File: src/rtl/fifo_pkg.sv
// Shared FIFO helpers: sizing function, pointer-width limits and flag compares.
// Kept generic so single-clock and future dual-clock FIFOs agree on flag semantics.
package fifo_pkg;

  localparam int FIFO_MAX_ADDR_BITS = 16;
  localparam int FIFO_PTR_MAX_W     = FIFO_MAX_ADDR_BITS + 1;

  typedef logic [FIFO_PTR_MAX_W-1:0] fifo_ptr_t;

  function automatic int clog2(input int unsigned value);
    int          result;
    int unsigned v;
    result = 0;
    v      = (value > 0) ? value - 1 : 0;
    while (v > 0) begin
      result++;
      v = v >> 1;
    end
    return result;
  endfunction

  // Pointers carry one wrap bit above the address; full means only that bit differs.
  function automatic logic ptrs_full(input fifo_ptr_t wr_ptr, input fifo_ptr_t rd_ptr,
                                     input int addr_bits);
    return (wr_ptr ^ rd_ptr) == (fifo_ptr_t'(1) << addr_bits);
  endfunction

  function automatic logic ptrs_empty(input fifo_ptr_t wr_ptr, input fifo_ptr_t rd_ptr);
    return wr_ptr == rd_ptr;
  endfunction

  function automatic logic level_ge(input int unsigned lvl, input int unsigned thresh);
    return lvl >= thresh;
  endfunction

  function automatic logic level_le(input int unsigned lvl, input int unsigned thresh);
    return lvl <= thresh;
  endfunction

endpackage

File: src/rtl/fifo_mem_1clk.sv
// Single-clock storage: one write port and one registered read port.
// The read register is reset so the FIFO output starts at zero; the array itself is not.
module fifo_mem_1clk #(
  parameter int DATA_WIDTH = 8,
  parameter int ADDR_BITS  = 4
) (
  input  logic                  clk,
  input  logic                  rst,
  input  logic                  we,
  input  logic [ADDR_BITS-1:0]  waddr,
  input  logic [DATA_WIDTH-1:0] wdata,
  input  logic                  re,
  input  logic [ADDR_BITS-1:0]  raddr,
  output logic [DATA_WIDTH-1:0] rdata
);

  logic [DATA_WIDTH-1:0] mem [0:(2**ADDR_BITS)-1];

  always_ff @(posedge clk) begin
    if (we) begin
      mem[waddr] <= wdata;
    end
  end

  always_ff @(posedge clk or posedge rst) begin
    if (rst) begin
      rdata <= '0;
    end else if (re) begin
      rdata <= mem[raddr];
    end
  end

endmodule

File: src/rtl/fifo_sync.sv
// Single-clock FIFO: pointer management, registered level/flags, overflow/underflow pulses.
// Define FIFO_SYNC_FWFT_EN for first-word-fall-through output; default is standard read.
module fifo_sync
  import fifo_pkg::*;
#(
  parameter int DATA_WIDTH    = 8,
  parameter int ADDR_BITS     = 4,
  parameter int AFULL_THRESH  = 12,
  parameter int AEMPTY_THRESH = 2
) (
  input  logic                  clk,
  input  logic                  rst,
  input  logic                  wr_en,
  input  logic [DATA_WIDTH-1:0] wr_data,
  input  logic                  rd_en,
  output logic [DATA_WIDTH-1:0] rd_data,
  output logic                  rd_valid,
  output logic                  full,
  output logic                  empty,
  output logic                  almost_full,
  output logic                  almost_empty,
  output logic [ADDR_BITS:0]    level,
  output logic                  overflow,
  output logic                  underflow
);

  localparam int PTR_W = ADDR_BITS + 1;
  localparam int DEPTH = 2 ** ADDR_BITS;

  logic [PTR_W-1:0]      wr_ptr, rd_ptr, wr_ptr_nxt, rd_ptr_nxt, level_nxt;
  logic                  full_nxt, empty_nxt, rd_valid_nxt;
  logic                  wr_acc, mem_re;
  logic [DATA_WIDTH-1:0] mem_rdata;

  fifo_mem_1clk #(
    .DATA_WIDTH (DATA_WIDTH),
    .ADDR_BITS  (ADDR_BITS)
  ) u_mem (
    .clk   (clk),
    .rst   (rst),
    .we    (wr_acc),
    .waddr (wr_ptr[ADDR_BITS-1:0]),
    .wdata (wr_data),
    .re    (mem_re),
    .raddr (rd_ptr[ADDR_BITS-1:0]),
    .rdata (mem_rdata)
  );

  assign wr_acc     = wr_en && !full;
  assign wr_ptr_nxt = wr_ptr + PTR_W'(wr_acc);

`ifdef FIFO_SYNC_FWFT_EN
  // Two-deep prefetch: memory read register (stage) feeds the output register.
  logic pop, load_out, stage_valid, stage_valid_nxt;

  always_comb begin
    pop             = rd_en && rd_valid;
    load_out        = stage_valid && (!rd_valid || pop);
    mem_re          = !ptrs_empty(fifo_ptr_t'(wr_ptr), fifo_ptr_t'(rd_ptr))
                      && (!stage_valid || load_out);
    rd_ptr_nxt      = rd_ptr + PTR_W'(mem_re);
    stage_valid_nxt = mem_re || (stage_valid && !load_out);
    rd_valid_nxt    = load_out || (rd_valid && !pop);
    level_nxt       = level + PTR_W'(wr_acc) - PTR_W'(pop);
    full_nxt        = (level_nxt == PTR_W'(DEPTH));
    empty_nxt       = !rd_valid_nxt;
  end

  always_ff @(posedge clk or posedge rst) begin
    if (rst) begin
      stage_valid <= 1'b0;
      rd_valid    <= 1'b0;
      rd_data     <= '0;
    end else begin
      stage_valid <= stage_valid_nxt;
      rd_valid    <= rd_valid_nxt;
      if (load_out) begin
        rd_data <= mem_rdata;
      end
    end
  end
`else
  always_comb begin
    mem_re       = rd_en && !empty;
    rd_ptr_nxt   = rd_ptr + PTR_W'(mem_re);
    rd_valid_nxt = mem_re;
    level_nxt    = wr_ptr_nxt - rd_ptr_nxt;
    full_nxt     = ptrs_full(fifo_ptr_t'(wr_ptr_nxt), fifo_ptr_t'(rd_ptr_nxt), ADDR_BITS);
    empty_nxt    = ptrs_empty(fifo_ptr_t'(wr_ptr_nxt), fifo_ptr_t'(rd_ptr_nxt));
  end

  assign rd_data = mem_rdata;

  always_ff @(posedge clk or posedge rst) begin
    if (rst) begin
      rd_valid <= 1'b0;
    end else begin
      rd_valid <= rd_valid_nxt;
    end
  end
`endif

  // In both modes empty reflects "nothing readable", so the reject pulses share one form.
  always_ff @(posedge clk or posedge rst) begin
    if (rst) begin
      wr_ptr       <= '0;
      rd_ptr       <= '0;
      level        <= '0;
      full         <= 1'b0;
      empty        <= 1'b1;
      almost_full  <= level_ge(0, AFULL_THRESH);
      almost_empty <= level_le(0, AEMPTY_THRESH);
      overflow     <= 1'b0;
      underflow    <= 1'b0;
    end else begin
      wr_ptr       <= wr_ptr_nxt;
      rd_ptr       <= rd_ptr_nxt;
      level        <= level_nxt;
      full         <= full_nxt;
      empty        <= empty_nxt;
      almost_full  <= level_ge(32'(level_nxt), AFULL_THRESH);
      almost_empty <= level_le(32'(level_nxt), AEMPTY_THRESH);
      overflow     <= wr_en && full;
      underflow    <= rd_en && empty;
    end
  end

endmodule

File: config.mk
export PLATFORM = sky130hd
export DESIGN_NAME = fifo_sync
export DESIGN_NICKNAME = d
export VERILOG_FILES = /design/src/rtl/fifo_pkg.sv /design/src/rtl/fifo_mem_1clk.sv /design/src/rtl/fifo_sync.sv
export SDC_FILE = /design/constraint.sdc
export NUM_CORES = 1
export LEC_CHECK = 0
export ABC_AREA = 1
export CAP_MARGIN = 20
export CELL_PAD_IN_SITES_DETAIL_PLACEMENT = 0
export CELL_PAD_IN_SITES_GLOBAL_PLACEMENT = 1
export CORE_MARGIN = 2
export CORE_UTILIZATION = 48
export CTS_CLUSTER_SIZE = 28
export DETAILED_ROUTE_END_ITERATION = 8
export PLACE_DENSITY = 0.78
export SYNTH_ARGS = -nofsm -noshare
export SYNTH_HDL_FRONTEND = slang
export SYNTH_HIERARCHICAL = 1
export SYNTH_SLANG_ARGS = --single-unit
export TNS_END_PERCENT = 5
File: constraint.sdc
create_clock -name clk -period 2.4 [get_ports clk]
set_clock_uncertainty 0.15 [all_clocks]
set_input_delay 0.36 -clock clk [delete_from_list [all_inputs] [get_ports clk]]
set_output_delay 0.36 -clock clk [all_outputs]
set_load 0.03 [all_outputs]
---- After elaboration in Yosys (flattened, before gate mapping) ----
Memory sizes are Yosys's and may differ from the RTL's. A register that Yosys moved wholly into a read port is not among the register bits.
Index checks and enable logic that the tools add are counted.
word-level totals
  bits in registers ....................... 22
  bits in writable memories ............... 128
  bits of input ports ..................... 12
  logic and storage cells ................. 27
  memories kept ........................... 1
cells by class
  $add $sub $neg .......................... 3
  magnitude comparators ................... 2
  equal/unequal tests ..................... 2
  muxes and demuxes ....................... 2
  bitwise logic cells ..................... 1
  reduce and logical (&&, ||, !) cells .... 6
memory list
  memory     depth  width  read ports  clocked after Yosys merged registers in  wr ports  RTL line             source
  u_mem.mem  16     8      1           1                                        1         fifo_mem_1clk.sv:17  logic [DATA_WIDTH-1:0] mem [0:(2**ADDR_BITS)-1];
operators with widths
  operator              number
  $add A5 B1 Y5         2
  $eq A5 B5 Y1          1
  $eq A5 B5 Y1 const B  1
  $ge A5 B4 Y1 const B  1
  $le A5 B2 Y1 const B  1
  $sub A5 B5 Y5         1
  $xor A5 B5 Y5         1
  $logic_and A1 B1 Y1   4
  $logic_not A1 Y1      2
  $mux W1               2

---- Longest topological paths before layout ----
  word-level depth ........................ 5
  gate-level depth with buffers ........... 15

---- By module ----
The synthesis kept the hierarchy.
by module, submodules not included
  module         instances  cells an instance  area an instance (µm²)  seq. area each (µm²)
  fifo_mem_1clk  1          482                5595.4                  4043.9
  fifo_sync      1          120                1099.8                  553.0

---- Worst setup path after synthesis ----
OpenSTA, ideal clock, no wires.
  path type ............................... register to register
  start ................................... register full
  end ..................................... register almost_empty
  library setup time ...................... 73 ps
  arrival ................................. 2135 ps
  required time ........................... 2177 ps
  setup slack ............................. 41 ps
  stages on the path, launching flop included .. 12
  path buffers ............................ 0
  clock period less this slack ............ 2359 ps
  cells stage by stage .................... dfrtp_1 -> nor2_1 -> ha_1 -> inv_1 -> ha_1 -> inv_1 -> fa_1 -> nand3b_2 -> nand2_4 -> nor2_2 -> nand2_1 -> nor2_2
between the ends
  longest elaborated chain between the ends .. 5
ends and longest elaborated chain
  item                      RTL line          source
  start: declaration        fifo_sync.sv:18   output logic full,
  start signal: assignment  fifo_sync.sv:119  full <= full_nxt;
  $logic_not A1 Y1          fifo_sync.sv:49   assign wr_acc = wr_en && !full;
  $logic_and A1 B1 Y1       fifo_sync.sv:49
  net wr_acc                fifo_sync.sv:32   logic wr_acc, mem_re;
  $add A5 B1 Y5             fifo_sync.sv:50   assign wr_ptr_nxt = wr_ptr + PTR_W'(wr_acc);
  net wr_ptr_nxt[0]         fifo_sync.sv:30   logic [PTR_W-1:0] wr_ptr, rd_ptr, wr_ptr_nxt, rd_ptr_nxt, level_nxt;
  $sub A5 B5 Y5             fifo_sync.sv:87   level_nxt = wr_ptr_nxt - rd_ptr_nxt;
  net level_nxt[2]          fifo_sync.sv:30
  $le A5 B2 Y1              fifo_pkg.sv:37    return lvl <= thresh;
  end signal: assignment    fifo_sync.sv:112  almost_empty <= level_le(0, AEMPTY_THRESH);
  end signal: assignment    fifo_sync.sv:122  almost_empty <= level_le(32'(level_nxt), AEMPTY_THRESH);
  end: declaration          fifo_sync.sv:21   output logic almost_empty,
The timed path passes the listed nets, and every way through them passes these cells.

---- Worst setup path in the final report ----
  start ................................... register empty
  end ..................................... register almost_empty
between the ends
  longest elaborated chain between the ends .. 5
ends and longest elaborated chain
  item                      RTL line          source
  start: declaration        fifo_sync.sv:19   output logic empty,
  start signal: assignment  fifo_sync.sv:120  empty <= empty_nxt;
  $logic_not A1 Y1          fifo_sync.sv:84   mem_re = rd_en && !empty;
  $logic_and A1 B1 Y1       fifo_sync.sv:84
  net mem_re                fifo_sync.sv:32
  $add A5 B1 Y5             fifo_sync.sv:85   rd_ptr_nxt = rd_ptr + PTR_W'(mem_re);
  net rd_ptr_nxt[1]         fifo_sync.sv:30
  $sub A5 B5 Y5             fifo_sync.sv:87
  $le A5 B2 Y1              fifo_pkg.sv:37
The timed path passes the listed nets, and every way through them passes these cells.

==> flow_summary.yaml <==
critical_path:
  required_ns: 2.60
  cp_num_buf_inv: 2
  critPathKind: "reg -> reg"
  crit_cells: 13
  r2r-start: "empty$_DFF_PP1_"
  crit_path_cell_trace: "nor2_2 > nand2_1 > inv_1 > ha_1 > inv_1 > ha_1 > a21oi_2 > nand2_2 > nand2_1 > nand2_1 > nand2_1 > nand2_1 > nor2_2"
  critPathMaxFanout: 3
  critPathMaxStageDelay_ns: 0.54
  endpoint_kind: "register"
  critical_path.top_delay_family: "adder cells"
  cpMaxStageDelayCell: "dfstp_2"
  arrival_ns: 2.41
  critPathLaunchType: "register"
  ff2ff_path_depth: 13
  crit_start: "empty$_DFF_PP1_"
  crit_top_cell: "nand2_1"
floorplanning:
  die-area_mm2: 0.0149
  boundaryPins: 32
  coreArea_mm2: 0.0138
  fp-row-count: 43
  die_h_um: 122
  die_w_um: 122
  initial_core_util_pct: 48.6
hold_path:
  hp-class: "in -> async"
finish:
  layout-drive-gt1-share_pct: 13.1
  fillCellCount: 1168
  num_antenna_cells: 0
  syn_to_final_growth_pct: 16.9
  regArea_mm2: 0.00460
  nNetsFinal: 679
  multiInputGateArea_mm2: 0.00176
  design_area_mm2: 0.00783
  most-common-layout-cells: "223 x nand2_1, 128 x edfxtp_1, 106 x nand3_1"
  mostFrequentLayoutCell: "nand2_1"
clock_network:
  path_clk_slew_ns: 0.06
  htree_levels: 4
  numCtsBuffers: 17
  tritoncts: "built"
  cts_sinks: 158
  clockBufferDepth: 2
  root_buffer: "clkbuf_16"
  insertion_delay_ns: 0.42
power_and_ir_drop:
  p_per_area_mw_per_mm2: 1340
  ir_drop_uv: 1140
  power_uw: 10500
  p_leak_uw: 0.00321
  clock_power_share_pct: 23.2
  seqPwrFrac_pct: 34.7
  p_int_uw: 6430
  swShare_pct: 38.7
  p_sw_uw: 4060
  comb_power_share_pct: 42.1
timing:
  grt_setup_unrepaired: "no"
  slew-limit-headroom_pct: 57.7
  finalSetupTns_ns: 0
  setup_violations: 0
  max_freq_mhz: 454
  finalHoldViolCount: 0
  period_minus_slack_ns: 2.20
  tightest_slew_ns: 0.634
  finalCritPeriodShare_pct: 91.8
  drv_slew: 0
  holdWs_ns: 0.0858
route:
  postRouteAntennaNets: 0
  initialDrtViolationCount: 348
  wl_mm: 14.2
  drt_pre_antenna_iters: 4
  drc: 0
  vias_per_cell: 5.10
  num_vias: 4351
  wl_per_cell_um: 16.6
global_route:
  grt_pass1_vias: 4420
  grt_pass1_wl_mm: 22.7
  grtUsageTotal_pct: 20.8
  grt_max_degree: 49
  grt-ovfl-total: 0
  grt_antenna_before_repair: 0
run_status:
  status: "finished, final reports clean"
place:
  gp_congestion: 0.807
  post_dp_cell_area_mm2: 0.00727
  dpl.hpwl_mm: 9.12
  io_buffers: 31
run:
  cap_violations: 0
synthesis:
  ys_ff_latch: 158
  syn_nets: 621
  synth_area_mm2: 0.00670
  ys_seq_area_share_pct: 68.7
  syn_area_per_cell_um2: 11.1
  synthCells: 602
  synth_cell_types: 25
  synth_warnings: 6
cells in the mapped netlist:
cell type / instances / share of area [%]
clkinv_1: 1 / 0.056
nand2_2: 5 / 0.47
fa_1: 1 / 0.30
edfxtp_1: 128 / 57
dfrtp_1: 28 / 10
buf_2: 9 / 0.67
ha_1: 6 / 1.1
a21oi_1: 1 / 0.075
clkbuf_8: 3 / 0.62
nor2_2: 3 / 0.28
inv_2: 5 / 0.28
nand3b_1: 2 / 0.22
nor2_1: 24 / 1.3
nand3b_2: 1 / 0.17
nand2_1: 223 / 13
nor2_4: 1 / 0.17
buf_6: 9 / 1.5
inv_1: 28 / 1.6
nand4_1: 4 / 0.37
buf_4: 4 / 0.45
dfstp_2: 2 / 0.78
nand2_4: 5 / 0.84
xnor2_1: 2 / 0.26
nand3_1: 106 / 7.9
xor2_1: 1 / 0.13
kinds of logic (layout without fill, tap and decap cells):
logic type      after synthesis  after routing  synth area share [%]
simple gates                374            374                  24.3
flops                       158            158                  68.7
buf+inv                      59            130                  5.16
fa+ha+maj                     7              7                  1.42
xor+xnor                      3              3                 0.393
compound gates                1              1                0.0747
what timing repair did:
item / CTS / global route
buffers inserted: 0 / 0
resized for setup: 0 / 4
hold buffers: 0 / 0
setup endpoints to repair: 0 / 2
flip-flops by register name (all words and copies together) (netlist names):
signal and flops:
overflow 1, rd_valid 1, rd_ptr 5, empty 1
underflow 1, level 5, almost_full 1, full 1
wr_ptr 5, almost_empty 1, u_mem/mem 128, u_mem/rdata 8
layout make-up:
cell class	instances	share of cell area (%)
inverters	34	1.63
clock buffers	25	6.46
well taps	180	2.88
multi-input cells	385	22.5
flip-flops and latches	158	58.7
repair buffers	64	7.29
clock inverters	7	0.464
metal layers:
| layer | GRT usage (%) | wire [um] | share of wire [%] |
|---|---|---|---|
| met2 | 35.9 | 7310 | 52 |
| met1 | 25.3 | 6030 | 43 |
| met5 | 0 | 0 | 0 |
| met3 | 5.38 | 550 | 3.9 |
| met4 | 7.54 | 292 | 2.1 |
worst paths after layout:
kind,slack [ns],to
setup reg to reg,0.20,almost_empty$_DFF_PP1_
hold / removal,0.09,u_mem/rdata[7]$_DFFE_PP0P_
max in group asynchronous,1.65,empty$_DFF_PP1_
hold reg to reg,0.33,u_mem/rdata[7]$_DFFE_PP0P_
min in group clk,0.33,u_mem/rdata[7]$_DFFE_PP0P_
setup / recovery,0.20,almost_empty$_DFF_PP1_
power groups by stage:
stage | logic [uW] | clock network [uW] | registers [uW]
final | 4420 | 2430 | 3640
after detailed placement | 4400 | 0 | 3690
after CTS | 4440 | 2470 | 3640
after floorplan | 2880 | 0 | 3940
after global routing | 4940 | 2580 | 3680
after global placement | 4280 | 0 | 3680
per-stage QoR:
stage	util [%]	cells	worst slack (ns)
after floorplan	-	602	0.0413
after global placement	52.8	821	-0.281
after detailed placement	52.8	821	-0.358
after CTS	56.7	853	0.0822
after global routing	56.8	853	0.0329
final	56.8	853	0.196
Power figures use the tool's default switching activity.
==> edit: new RTL, same flow settings <==
`DATA_WIDTH` is set to 8 in 2 places; all go to 6.
--- a/src/rtl/fifo_mem_1clk.sv
+++ b/src/rtl/fifo_mem_1clk.sv
@@ -1,7 +1,7 @@
 // Single-clock storage: one write port and one registered read port.
 // The read register is reset so the FIFO output starts at zero; the array itself is not.
 module fifo_mem_1clk #(
-  parameter int DATA_WIDTH = 8,
+  parameter int DATA_WIDTH = 6,
   parameter int ADDR_BITS  = 4
 ) (
   input  logic                  clk,
--- a/src/rtl/fifo_sync.sv
+++ b/src/rtl/fifo_sync.sv
@@ -3,7 +3,7 @@
 module fifo_sync
   import fifo_pkg::*;
 #(
-  parameter int DATA_WIDTH    = 8,
+  parameter int DATA_WIDTH    = 6,
   parameter int ADDR_BITS     = 4,
   parameter int AFULL_THRESH  = 12,
   parameter int AEMPTY_THRESH = 2
Interface: changed (resized rd_data and wr_data); port bits go from 32 to 28. No check against the original RTL was run, so the function may have changed too.
==> edit against the original RTL <==
Combinational power down 14%. Largest cell class unchanged. Sequential power down 20%. Worst hold slack better by 0.17 ns. Sequential cell count down 34. Global-route usage up 0.73 points. Wire length down 19%. Area after synthesis down 21%. Cell area down 18%. Critical path type unchanged. Total power down 14%. Count of clock-buffer cells in the layout down 6. Critical path depth down 1. Setup slack worse by 0.086 ns.
==> edit: results (changes against the original RTL) <==
stage	metric	value	unit	change
critical_path	crit_arrival	2.59	ns	+0.18 ns
worst_hold_path	hold_depth	3		
clock_network	clockBufferDepth	2		unchanged
routing	drtPass1Iterations	4		unchanged
critical_path	max_stage_delay	0.54	ns	about the same
layout	reg_top3	u_mem/mem x96, u_mem/rdata x6		
layout	num-nets-final	577		-15%
global_route	grt_pass1_wl	18.42	mm	-19%
synthesis	synth_fp_nets	516		-17%
synthesis	synthTopCellsByArea	edfxtp_1 (55%), nand2_1 (13%), dfrtp_1 (12%), nand3_1 (8.0%), inv_1 (2.1%)		
routing	routedWlPerCell	16.08	um	-3.3%
synthesis	ys_top_cells_by_count	nand2_1 (184), edfxtp_1 (96), nand3_1 (84)		
outcome	outcome	finished, final reports clean		
synthesis	ys.flop_type	edfxtp_1		
synthesis	synth_most_common_cell	nand2_1		
timing	timing.hold.ws	0.2524	ns	+0.1666 ns
timing	relSlewSlack	0.5538		-0.02294
layout	diodes	0		unchanged
synthesis	ys_warn_count	6		unchanged
critical_path	r2r_end	almost_empty$_DFF_PP1_		
clock_network	cts_made_buffers	17		unchanged
routing	drt_iter0_drc	253		-27%
worst_hold_path	min_to	overflow$_DFF_PP0_		
worst_hold_path	hp-start	wr_en		
place	io_buffers	27		-13%
routing	vias_per_cell	5.118		+0.33%
critical_path	r2r_start	empty$_DFF_PP1_		
place	hpwl	7.346	mm	-19%
clock_network	clk_pin_slew_worst_paths	0.06	ns	about the same
place	gp_congestion	0.8140		+0.92%
synthesis	synth_edf_count	96		-25%
clock_network	insertion_delay	0.51	ns	+0.09 ns
clock_network	cts-root-buf	clkbuf_8		
global_route	antenna_found_initial	0		unchanged
global_route	grt_pass1_vias	3545		-20%
global_route	grt_usage	0.2155		+0.007302
layout	drive_above_1_share	0.1361		+0.005368
synthesis	ys_seq_area_frac	0.6793		-0.007293
worst_hold_path	worst_hold_path_type	in -> reg		
synthesis	synth.distinct_cells	24		-4.0%
clock_network	htree_num_levels	4		unchanged
synthesis	postSynth.asyncResetShare	0.2258		+0.03593
critical_path	r2r_cells	12		-1
layout	nFillCells	913		-22%
power_and_ir_drop	ir_drop	0.001048	V	-8.5%
critical_path	reg2reg_setup_slack	0.11	ns	-0.09 ns
critical_path	critical_path.max_fanout	3		unchanged
power_and_ir_drop	power_leakage	2.716	nW	-15%
global_route	grt_max_degree	50		+2.0%
critical_path	critPathSlowestCell	dfstp_2		
edit: timing repair:
item,in CTS,in global routing
gates resized for setup,0,1
hold endpoints to repair,6,0
hold buffers,1,0
setup endpoints to repair,0,2
buffers inserted,0,0
edit: layout make-up:
class | instances | area (um^2) | area share
clock buffers | 19 | 421.7 | 0.06558
clock inverters | 13 | 126.4 | 0.01965
inverters | 33 | 123.9 | 0.01926
multi-input cells | 325 | 1484 | 0.2308
flip-flops and latches | 124 | 3586 | 0.5577
well taps | 140 | 175.2 | 0.02724
repair buffers | 59 | 513.0 | 0.07978
edit: cell families after synthesis:
family	share of synthesized area
xor gates and xnor gates	0.004978
DFF	0.6793
adders and majority gates	0.01801
buffers and inverters	0.04029
and+or+nand+nor	0.2555
AOI/OAI and AO/OA	0.001896
edit: layer usage:
metal | up-vias | share of wire | GRT usage
met5 | - | 0 | 0
met3 | 18 | 0.046 | 0.03766
met4 | 0 | 0.016 | 0.08608
met2 | 105 | 0.49 | 0.3452
li1 | 1792 | - | -
met1 | 1734 | 0.45 | 0.2941
edit: critical path: cells and delay by family, from the launching register on:
family,cells,cell delay (ns)
simple gates,5,0.37
xor+xnor,1,0.13
flops,1,0.54
fa+ha+maj,2,0.63
buf+inv,4,0.42
edit: how the worst max path moves through the flow:
| stage | from | endpoint | slack (ns) | cells after the start |
|---|---|---|---|---|
| after CTS | empty$_DFF_PP1_ | almost_empty$_DFF_PP1_ | 0.11 | 11 |
| after detailed placement | rd_en | almost_empty$_DFF_PP1_ | -0.32 | 14 |
| after floorplan | empty$_DFF_PP1_ | almost_full$_DFF_PP0_ | 0.08 | 14 |
| final | empty$_DFF_PP1_ | almost_empty$_DFF_PP1_ | 0.11 | 12 |
| after global placement | rd_en | almost_empty$_DFF_PP1_ | -0.23 | 14 |
| after global routing | empty$_DFF_PP1_ | almost_empty$_DFF_PP1_ | -0.03 | 11 |
edit: power by group:
| group | switching, mW | internal, mW | total, mW | leakage, nW |
|---|---|---|---|---|
| combinational | 2.52 | 1.29 | 3.81 | 1.24 |
| clock | 0.854 | 1.46 | 2.31 | 0.270 |
| sequential | 0.189 | 2.73 | 2.92 | 1.20 |
| total | 3.56 | 5.48 | 9.04 | 2.72 |
edit: stage by stage:
step / std cells / power [mW] / setup TNS, ns / cell area, um^2 / worst slack [ns]
global route: 713 / 9.672 / -0.02740 / 6430 / -0.02674
global placement: 680 / 6.635 / -1.166 / 5868 / -0.2337
finish: 713 / 9.041 / 0 / 6430 / 0.1100
floorplan: 499 / 5.491 / 0 / 5279 / 0.07548
detailed placement: 680 / 6.696 / -1.546 / 5868 / -0.3247
CTS: 713 / 9.066 / 0 / 6426 / 0.1104
